[config.mk]
export PLATFORM = sky130hd
export DESIGN_NAME = multicycle_ctrl_fsm
export DESIGN_NICKNAME = d
export VERILOG_FILES = /design/src/rtl/multicycle_ctrl_fsm_pkg.sv /design/src/rtl/multicycle_ctrl_fsm_alu_decoder.sv /design/src/rtl/multicycle_ctrl_fsm.sv
export SDC_FILE = /design/constraint.sdc
export NUM_CORES = 1
export LEC_CHECK = 0
export CORE_ASPECT_RATIO = 0.9
export CORE_MARGIN = 5
export CORE_UTILIZATION = 37
export CTS_BUF_LIST = sky130_fd_sc_hd__clkbuf_4
export DETAILED_ROUTE_END_ITERATION = 6
export GPL_ROUTABILITY_DRIVEN = 0
export PLACE_DENSITY = 0.76
export SETUP_SLACK_MARGIN = 0.5
export SLEW_MARGIN = 20
export SYNTH_ARGS = -nofsm -noshare
export SYNTH_HDL_FRONTEND = slang
export SYNTH_SLANG_ARGS = --single-unit
export TNS_END_PERCENT = 1
[constraint.sdc]
create_clock -name clk -period 2.3 [get_ports clk]
set_input_delay 0.23 -clock clk [delete_from_list [all_inputs] [get_ports clk]]
set_output_delay 0.23 -clock clk [all_outputs]
set_load 0.005 [all_outputs]
[src/rtl/multicycle_ctrl_fsm_pkg.sv]
// Shared encodings for the multi-cycle control sequencer and its ALU decoder.
// Latency: n/a (constants, types and one pure helper function).
// Backpressure: n/a.
package multicycle_ctrl_fsm_pkg;

  typedef enum logic [3:0] {
    S_FETCH    = 4'd0,
    S_DECODE   = 4'd1,
    S_MEMADR   = 4'd2,
    S_MEMREAD  = 4'd3,
    S_MEMWB    = 4'd4,
    S_MEMWRITE = 4'd5,
    S_EXECR    = 4'd6,
    S_EXECI    = 4'd7,
    S_ALUWB    = 4'd8,
    S_BEQ      = 4'd9,
    S_JAL      = 4'd10,
    S_TRAP     = 4'd11
  } state_e;

  typedef enum logic [1:0] {
    ALUOP_ADD   = 2'b00,
    ALUOP_SUB   = 2'b01,
    ALUOP_FUNC  = 2'b10,
    ALUOP_PASSB = 2'b11
  } aluop_e;

  localparam logic [2:0] ALU_ADD   = 3'b000;
  localparam logic [2:0] ALU_SUB   = 3'b001;
  localparam logic [2:0] ALU_AND   = 3'b010;
  localparam logic [2:0] ALU_OR    = 3'b011;
  localparam logic [2:0] ALU_PASSB = 3'b100;
  localparam logic [2:0] ALU_SLT   = 3'b101;
  localparam logic [2:0] ALU_XOR   = 3'b110;
  localparam logic [2:0] ALU_SRL   = 3'b111;

  localparam logic [6:0] OP_LOAD   = 7'b0000011;
  localparam logic [6:0] OP_STORE  = 7'b0100011;
  localparam logic [6:0] OP_RTYPE  = 7'b0110011;
  localparam logic [6:0] OP_ITYPE  = 7'b0010011;
  localparam logic [6:0] OP_LUI    = 7'b0110111;
  localparam logic [6:0] OP_BRANCH = 7'b1100011;
  localparam logic [6:0] OP_JAL    = 7'b1101111;

  localparam logic [1:0] RES_ALUOUT = 2'b00;
  localparam logic [1:0] RES_RDATA  = 2'b01;
  localparam logic [1:0] RES_ALU    = 2'b10;

  localparam logic [1:0] SRCA_PC    = 2'b00;
  localparam logic [1:0] SRCA_OLDPC = 2'b01;
  localparam logic [1:0] SRCA_RS1   = 2'b10;

  localparam logic [1:0] SRCB_RS2   = 2'b00;
  localparam logic [1:0] SRCB_IMM   = 2'b01;
  localparam logic [1:0] SRCB_FOUR  = 2'b10;

  // Store width strobe from func3: sb/sh/sw -> 01/10/11, anything else none.
  function automatic logic [1:0] store_width(input logic [2:0] func3);
    case (func3)
      3'b000:  store_width = 2'b01;
      3'b001:  store_width = 2'b10;
      3'b010:  store_width = 2'b11;
      default: store_width = 2'b00;
    endcase
  endfunction

endpackage

[src/rtl/multicycle_ctrl_fsm_alu_decoder.sv]
// ALU control decode from ALUOp class plus instruction function fields.
// Latency: purely combinational.
// Backpressure: none.
// Ports: alu_op (class), func3, op5 (opcode[5]), func7_5 -> alu_control.
module multicycle_ctrl_fsm_alu_decoder
  import multicycle_ctrl_fsm_pkg::*;
(
  input  aluop_e     alu_op,
  input  logic [2:0] func3,
  input  logic       op5,
  input  logic       func7_5,
  output logic [2:0] alu_control
);

  always_comb begin
    alu_control = ALU_ADD;
    case (alu_op)
      ALUOP_ADD:   alu_control = ALU_ADD;
      ALUOP_SUB:   alu_control = ALU_SUB;
      ALUOP_PASSB: alu_control = ALU_PASSB;
      ALUOP_FUNC: begin
        case (func3)
          // Only R-type (op5=1) uses func7_5 as the sub selector; addi never subtracts.
          3'b000:  alu_control = (op5 && func7_5) ? ALU_SUB : ALU_ADD;
          3'b010:  alu_control = ALU_SLT;
          3'b100:  alu_control = ALU_XOR;
          3'b101:  alu_control = ALU_SRL;
          3'b110:  alu_control = ALU_OR;
          3'b111:  alu_control = ALU_AND;
          default: alu_control = ALU_ADD;
        endcase
      end
      default: alu_control = ALU_ADD;
    endcase
  end

endmodule

[src/rtl/multicycle_ctrl_fsm.sv]
// Multi-cycle core sequencer: steps fetch/decode/execute/writeback and drives all datapath selects/strobes.
// Latency: 3 (branch) to 5 (load) cycles per instruction with memory ready every cycle.
// Backpressure: FETCH, MEMREAD and MEMWRITE hold with all outputs stable until mem_ready.
// Ports: clk/rst; opcode/func3/func7_5/zero/mem_ready in; mem_req, adr_src, mem_write, ir_write,
//        pc_write, reg_write, result_src, alu_src_a/b, alu_control, instr_retired, illegal, state_o out.
module multicycle_ctrl_fsm
  import multicycle_ctrl_fsm_pkg::*;
#(
  parameter logic [3:0] RESET_STATE = 4'd0
) (
  input  logic       clk,
  input  logic       rst,
  input  logic [6:0] opcode,
  input  logic [2:0] func3,
  input  logic       func7_5,
  input  logic       zero,
  input  logic       mem_ready,
  output logic       mem_req,
  output logic       adr_src,
  output logic [1:0] mem_write,
  output logic       ir_write,
  output logic       pc_write,
  output logic       reg_write,
  output logic [1:0] result_src,
  output logic [1:0] alu_src_a,
  output logic [1:0] alu_src_b,
  output logic [2:0] alu_control,
  output logic       instr_retired,
  output logic       illegal,
  output logic [3:0] state_o
);

  state_e state_q, state_d;
  aluop_e alu_op;

  always_ff @(posedge clk or posedge rst) begin
    if (rst) state_q <= state_e'(RESET_STATE);
    else     state_q <= state_d;
  end

  always_comb begin
    state_d = state_q;
    case (state_q)
      S_FETCH:  if (mem_ready) state_d = S_DECODE;
      S_DECODE: begin
        case (opcode)
          OP_LOAD:           state_d = S_MEMADR;
          OP_STORE:          state_d = (func3 > 3'b010) ? S_TRAP : S_MEMADR;
          OP_RTYPE:          state_d = S_EXECR;
          OP_ITYPE, OP_LUI:  state_d = S_EXECI;
          OP_BRANCH:         state_d = S_BEQ;
          OP_JAL:            state_d = S_JAL;
          default:           state_d = S_TRAP;
        endcase
      end
      S_MEMADR:   state_d = (opcode == OP_STORE) ? S_MEMWRITE : S_MEMREAD;
      S_MEMREAD:  if (mem_ready) state_d = S_MEMWB;
      S_MEMWB:    state_d = S_FETCH;
      S_MEMWRITE: if (mem_ready) state_d = S_FETCH;
      S_EXECR:    state_d = S_ALUWB;
      S_EXECI:    state_d = S_ALUWB;
      S_ALUWB:    state_d = S_FETCH;
      S_BEQ:      state_d = S_FETCH;
      S_JAL:      state_d = S_ALUWB;
      S_TRAP:     state_d = S_TRAP;
      default:    state_d = S_TRAP;
    endcase
  end

  always_comb begin
    mem_req       = 1'b0;
    adr_src       = 1'b0;
    mem_write     = 2'b00;
    ir_write      = 1'b0;
    pc_write      = 1'b0;
    reg_write     = 1'b0;
    result_src    = RES_ALUOUT;
    alu_src_a     = SRCA_PC;
    alu_src_b     = SRCB_RS2;
    alu_op        = ALUOP_ADD;
    instr_retired = 1'b0;
    illegal       = 1'b0;
    case (state_q)
      S_FETCH: begin
        mem_req    = 1'b1;
        alu_src_b  = SRCB_FOUR;
        result_src = RES_ALU;
        ir_write   = mem_ready;
        pc_write   = mem_ready;
      end
      S_DECODE: begin
        // Precompute branch/jal target into ALUOut while decode resolves.
        alu_src_a = SRCA_OLDPC;
        alu_src_b = SRCB_IMM;
      end
      S_MEMADR: begin
        alu_src_a = SRCA_RS1;
        alu_src_b = SRCB_IMM;
      end
      S_MEMREAD: begin
        mem_req = 1'b1;
        adr_src = 1'b1;
      end
      S_MEMWB: begin
        result_src    = RES_RDATA;
        reg_write     = 1'b1;
        instr_retired = 1'b1;
      end
      S_MEMWRITE: begin
        mem_req       = 1'b1;
        adr_src       = 1'b1;
        mem_write     = store_width(func3);
        instr_retired = mem_ready;
      end
      S_EXECR: begin
        alu_src_a = SRCA_RS1;
        alu_op    = ALUOP_FUNC;
      end
      S_EXECI: begin
        alu_src_a = SRCA_RS1;
        alu_src_b = SRCB_IMM;
        alu_op    = (opcode == OP_LUI) ? ALUOP_PASSB : ALUOP_FUNC;
      end
      S_ALUWB: begin
        reg_write     = 1'b1;
        instr_retired = 1'b1;
      end
      S_BEQ: begin
        alu_src_a     = SRCA_RS1;
        alu_op        = ALUOP_SUB;
        // func3[0] flips beq into bne.
        pc_write      = zero ^ func3[0];
        instr_retired = 1'b1;
      end
      S_JAL: begin
        // ALU forms OldPC+4 for rd while PC loads the target held in ALUOut.
        alu_src_a = SRCA_OLDPC;
        alu_src_b = SRCB_FOUR;
        pc_write  = 1'b1;
      end
      S_TRAP:  illegal = 1'b1;
      default: illegal = 1'b1;
    endcase
    // Reset holds state at FETCH; keep its mem_ready-qualified strobes quiet too.
    if (rst) begin
      mem_req       = 1'b0;
      mem_write     = 2'b00;
      ir_write      = 1'b0;
      pc_write      = 1'b0;
      reg_write     = 1'b0;
      instr_retired = 1'b0;
    end
  end

  multicycle_ctrl_fsm_alu_decoder u_alu_dec (
    .alu_op      (alu_op),
    .func3       (func3),
    .op5         (opcode[5]),
    .func7_5     (func7_5),
    .alu_control (alu_control)
  );

  assign state_o = state_q;

endmodule

==> impl_metrics.ini <==
[outcome]
status = finished clean

[grt]
grt_pass1_wl_um = 4660
antenna_found_initial = 0
grt-ovfl-total = 0
grt_start_max_net_pins = 12
grt_usage_pct = 19.6
grt_pass1_vias = 1028

[synthesis]
syn-instance-count = 112
ys_ff_latch = 4
synth_ff_type = dfrtp_1
async_flop_share_pct = 100
seq_area_frac_synth_pct = 14.1
ys_types = 39
synth_largest_area_cell = dfrtp_1
ys_top_cells_by_area = dfrtp_1 (14%), nor2_1 (8.4%), a21oi_1 (7.0%), nor2b_1 (6.2%), nand2_1 (5.3%)
synth_area_um2 = 712
synth-edff-count = 0
syn_area_per_cell_um2 = 6.36
yosysWarnings = 0
synth_top_area_share_pct = 14.1
synth_nets = 127

[pwr]
seqPwrFrac_pct = 9.9
power_switching_w = 0.000712
share_comb_of_total_power_pct = 85.0
ir_worst_vdd_mv = 0.597
p_int_w = 0.000926
leakage_nw = 0.572
power_density_mw_per_mm2 = 1230
pwr-share-clk_pct = 5.1
swShare_pct = 43.5

[routing]
wirelength_um = 2680
drtIter0Drc = 33
m1WireLength_um = 1130
first_pass_iters = 4
wl_per_cell_um = 14.1
vias = 1044
wl_met3_um = 133
met2_length_um = 1400
ant_nets = 0
drc = 0
viasPerCell = 5.49
highest_layer = met4

[setup_path]
crit_slowest_cell = clkdlybuf4s50_1
r2r_start = state_o[3]
worstPathCellList = buf_6, nor2b_2, o21bai_1, nor3_1, clkdlybuf4s50_1
critPathRequiredTime_ns = 2.07
slowest_delay_ns = 0.52
cp-startpoint = state_o[3]
crit_path_max_fanout = 11
crit_buf_inv = 2
cp_data_arrival_time_ns = 1.80
cp_top_family = buffers and inverters
worstSetupPathType = reg -> out
worstSetupEndpointType = output pin
start_kind = flip-flop

[placed_design]
portBuffers = 36
hpwl_um = 1870
pre_cts_ws_ns = 0.0780

[clock_network]
cts_tree = built
htree_num_levels = 1
hold_buffers = 0
clk_pin_slew_ns = 0.04
clock-sinks = 4
cts_made_buffers = 3
clockRootBuffer = clkbuf_4
clk_latency_ns = 0.23
clockBufferDepth = 2

[hold_path]
hp-class = in -> async

[sta]
tightestPinTransition_ns = 0.300
fin_setup_tns_ns = 0
setup_viol = 0
rsz0062_at_grt = true
achievable-frequency_mhz = 492
period_minus_slack_ns = 2.03
slew-limit-headroom_pct = 80.0
drv_slew = 0
fin_crit_sh_pct = 88.4
hold_viol = 0
clock-skew-final_ns = 0.00390
setup_ws_ns = 0.267

[die]
dieArea_mm2 = 0.00290
initial_core_util_pct = 37.9
chipWidth_um = 56.2
core_mm2 = 0.00188
row_count = 15
die_h_um = 51.6
io_pins = 37

[layout]
fin_nets = 182
layout_common_cells = clkdlybuf4s50_1 (29), buf_4 (20), nor2_1 (15)
layout-drive-gt1-share_pct = 27.9
layout_commonest_cell = clkdlybuf4s50_1
area_growth_syn_to_layout_pct = 86.6
largest_reg_flops = 4
antenna_cells = 0

[run]
cap_violations = 0
==> metrics by stage <==
step | cells | power, W | utilization (%) | hold WS, ns | cell area (um^2)
CTS | 190 | 0.00160 | 70.7 | 0.388 | 1330
global placement | 179 | 0.00126 | 62.7 | 0.630 | 1180
global route | 190 | 0.00177 | 70.8 | 0.420 | 1330
floorplan | 112 | 0.000735 | - | 0.00122 | 712
finish | 190 | 0.00164 | 70.8 | 0.393 | 1330
detailed placement | 179 | 0.00128 | 62.7 | 0.625 | 1180
==> final timing paths <==
check                             end  slack (ns)  cells past startpoint
max                         reg_write        0.27                      5
max reg2reg                state_o[2]        0.87                      6
max in group asynchronous  state_o[3]        1.73                      3
min                        state_o[1]        0.39                      3
min in group clk           state_o[2]        0.67                      2
min reg2reg                state_o[2]        0.67                      2
==> power groups by stage <==
stage	Combinational, W	Sequential [W]	Clock (W)
4_1_cts	0.00135	0.000159	0.0000872
5_1_grt	0.00151	0.000168	0.0000935
3_3_place_gp	0.00109	0.000175	0
6_report	0.00139	0.000162	0.0000830
2_1_floorplan	0.000578	0.000157	0
3_5_place_dp	0.00110	0.000175	0
==> synthesized netlist by cell type (2+ instances only) <==
cell	instances
dfrtp_1	4
and3_1	2
nand2_1	10
buf_2	2
nor2_1	16
inv_1	5
nand2b_1	5
clkbuf_1	6
nor4_1	2
a31oi_1	3
a21oi_1	10
o21ai_0	4
a32o_1	2
nor3_1	7
and2_1	2
nor2b_1	7
nand3_1	3
==> timing repair <==
item                                    in CTS  in global routing
setup buffers                                8                  0
gates resized for setup                     27                  1
endpoints found under the setup margin      18                 17
endpoints found under the hold margin        0                  0
==> routing by layer <==
| layer | vias to the layer above | GRT usage, % |
|---|---|---|
| met4 | 0 | 3.95 |
| met1 | 484 | 23.1 |
| li1 | 519 | - |
| met2 | 39 | 37.5 |
| met3 | 2 | 3.23 |
| met5 | - | 0 |
==> final cells by class <==
type	instances	area [um^2]
Multi-Input combinational cell	95	619
Fill cell	152	548
Timing Repair Buffer	58	533
Sequential cell	4	104
Tap cell	25	31.3
Clock buffer	3	22.5
Inverter	5	18.8
==> logic make-up after synthesis <==
group | after synthesis | synth area share [%]
AND/OR/NAND/NOR | 62 | 45.5
AO/OA/AOI/OAI | 31 | 30.8
buffers and inverters | 13 | 7.21
flip-flops | 4 | 14.1
XOR/XNOR | 2 | 2.46
==> worst reg2reg max path, delay by kind of cell, from the launching register on <==
| kind | cells | cell delay (ns) |
|---|---|---|
| AOI/OAI and AO/OA | 2 | 0.34 |
| buffers and inverters | 3 | 0.44 |
| DFF | 1 | 0.43 |
| and+or+nand+nor | 1 | 0.13 |
No activity file was read; power rests on OpenSTA's default activity.
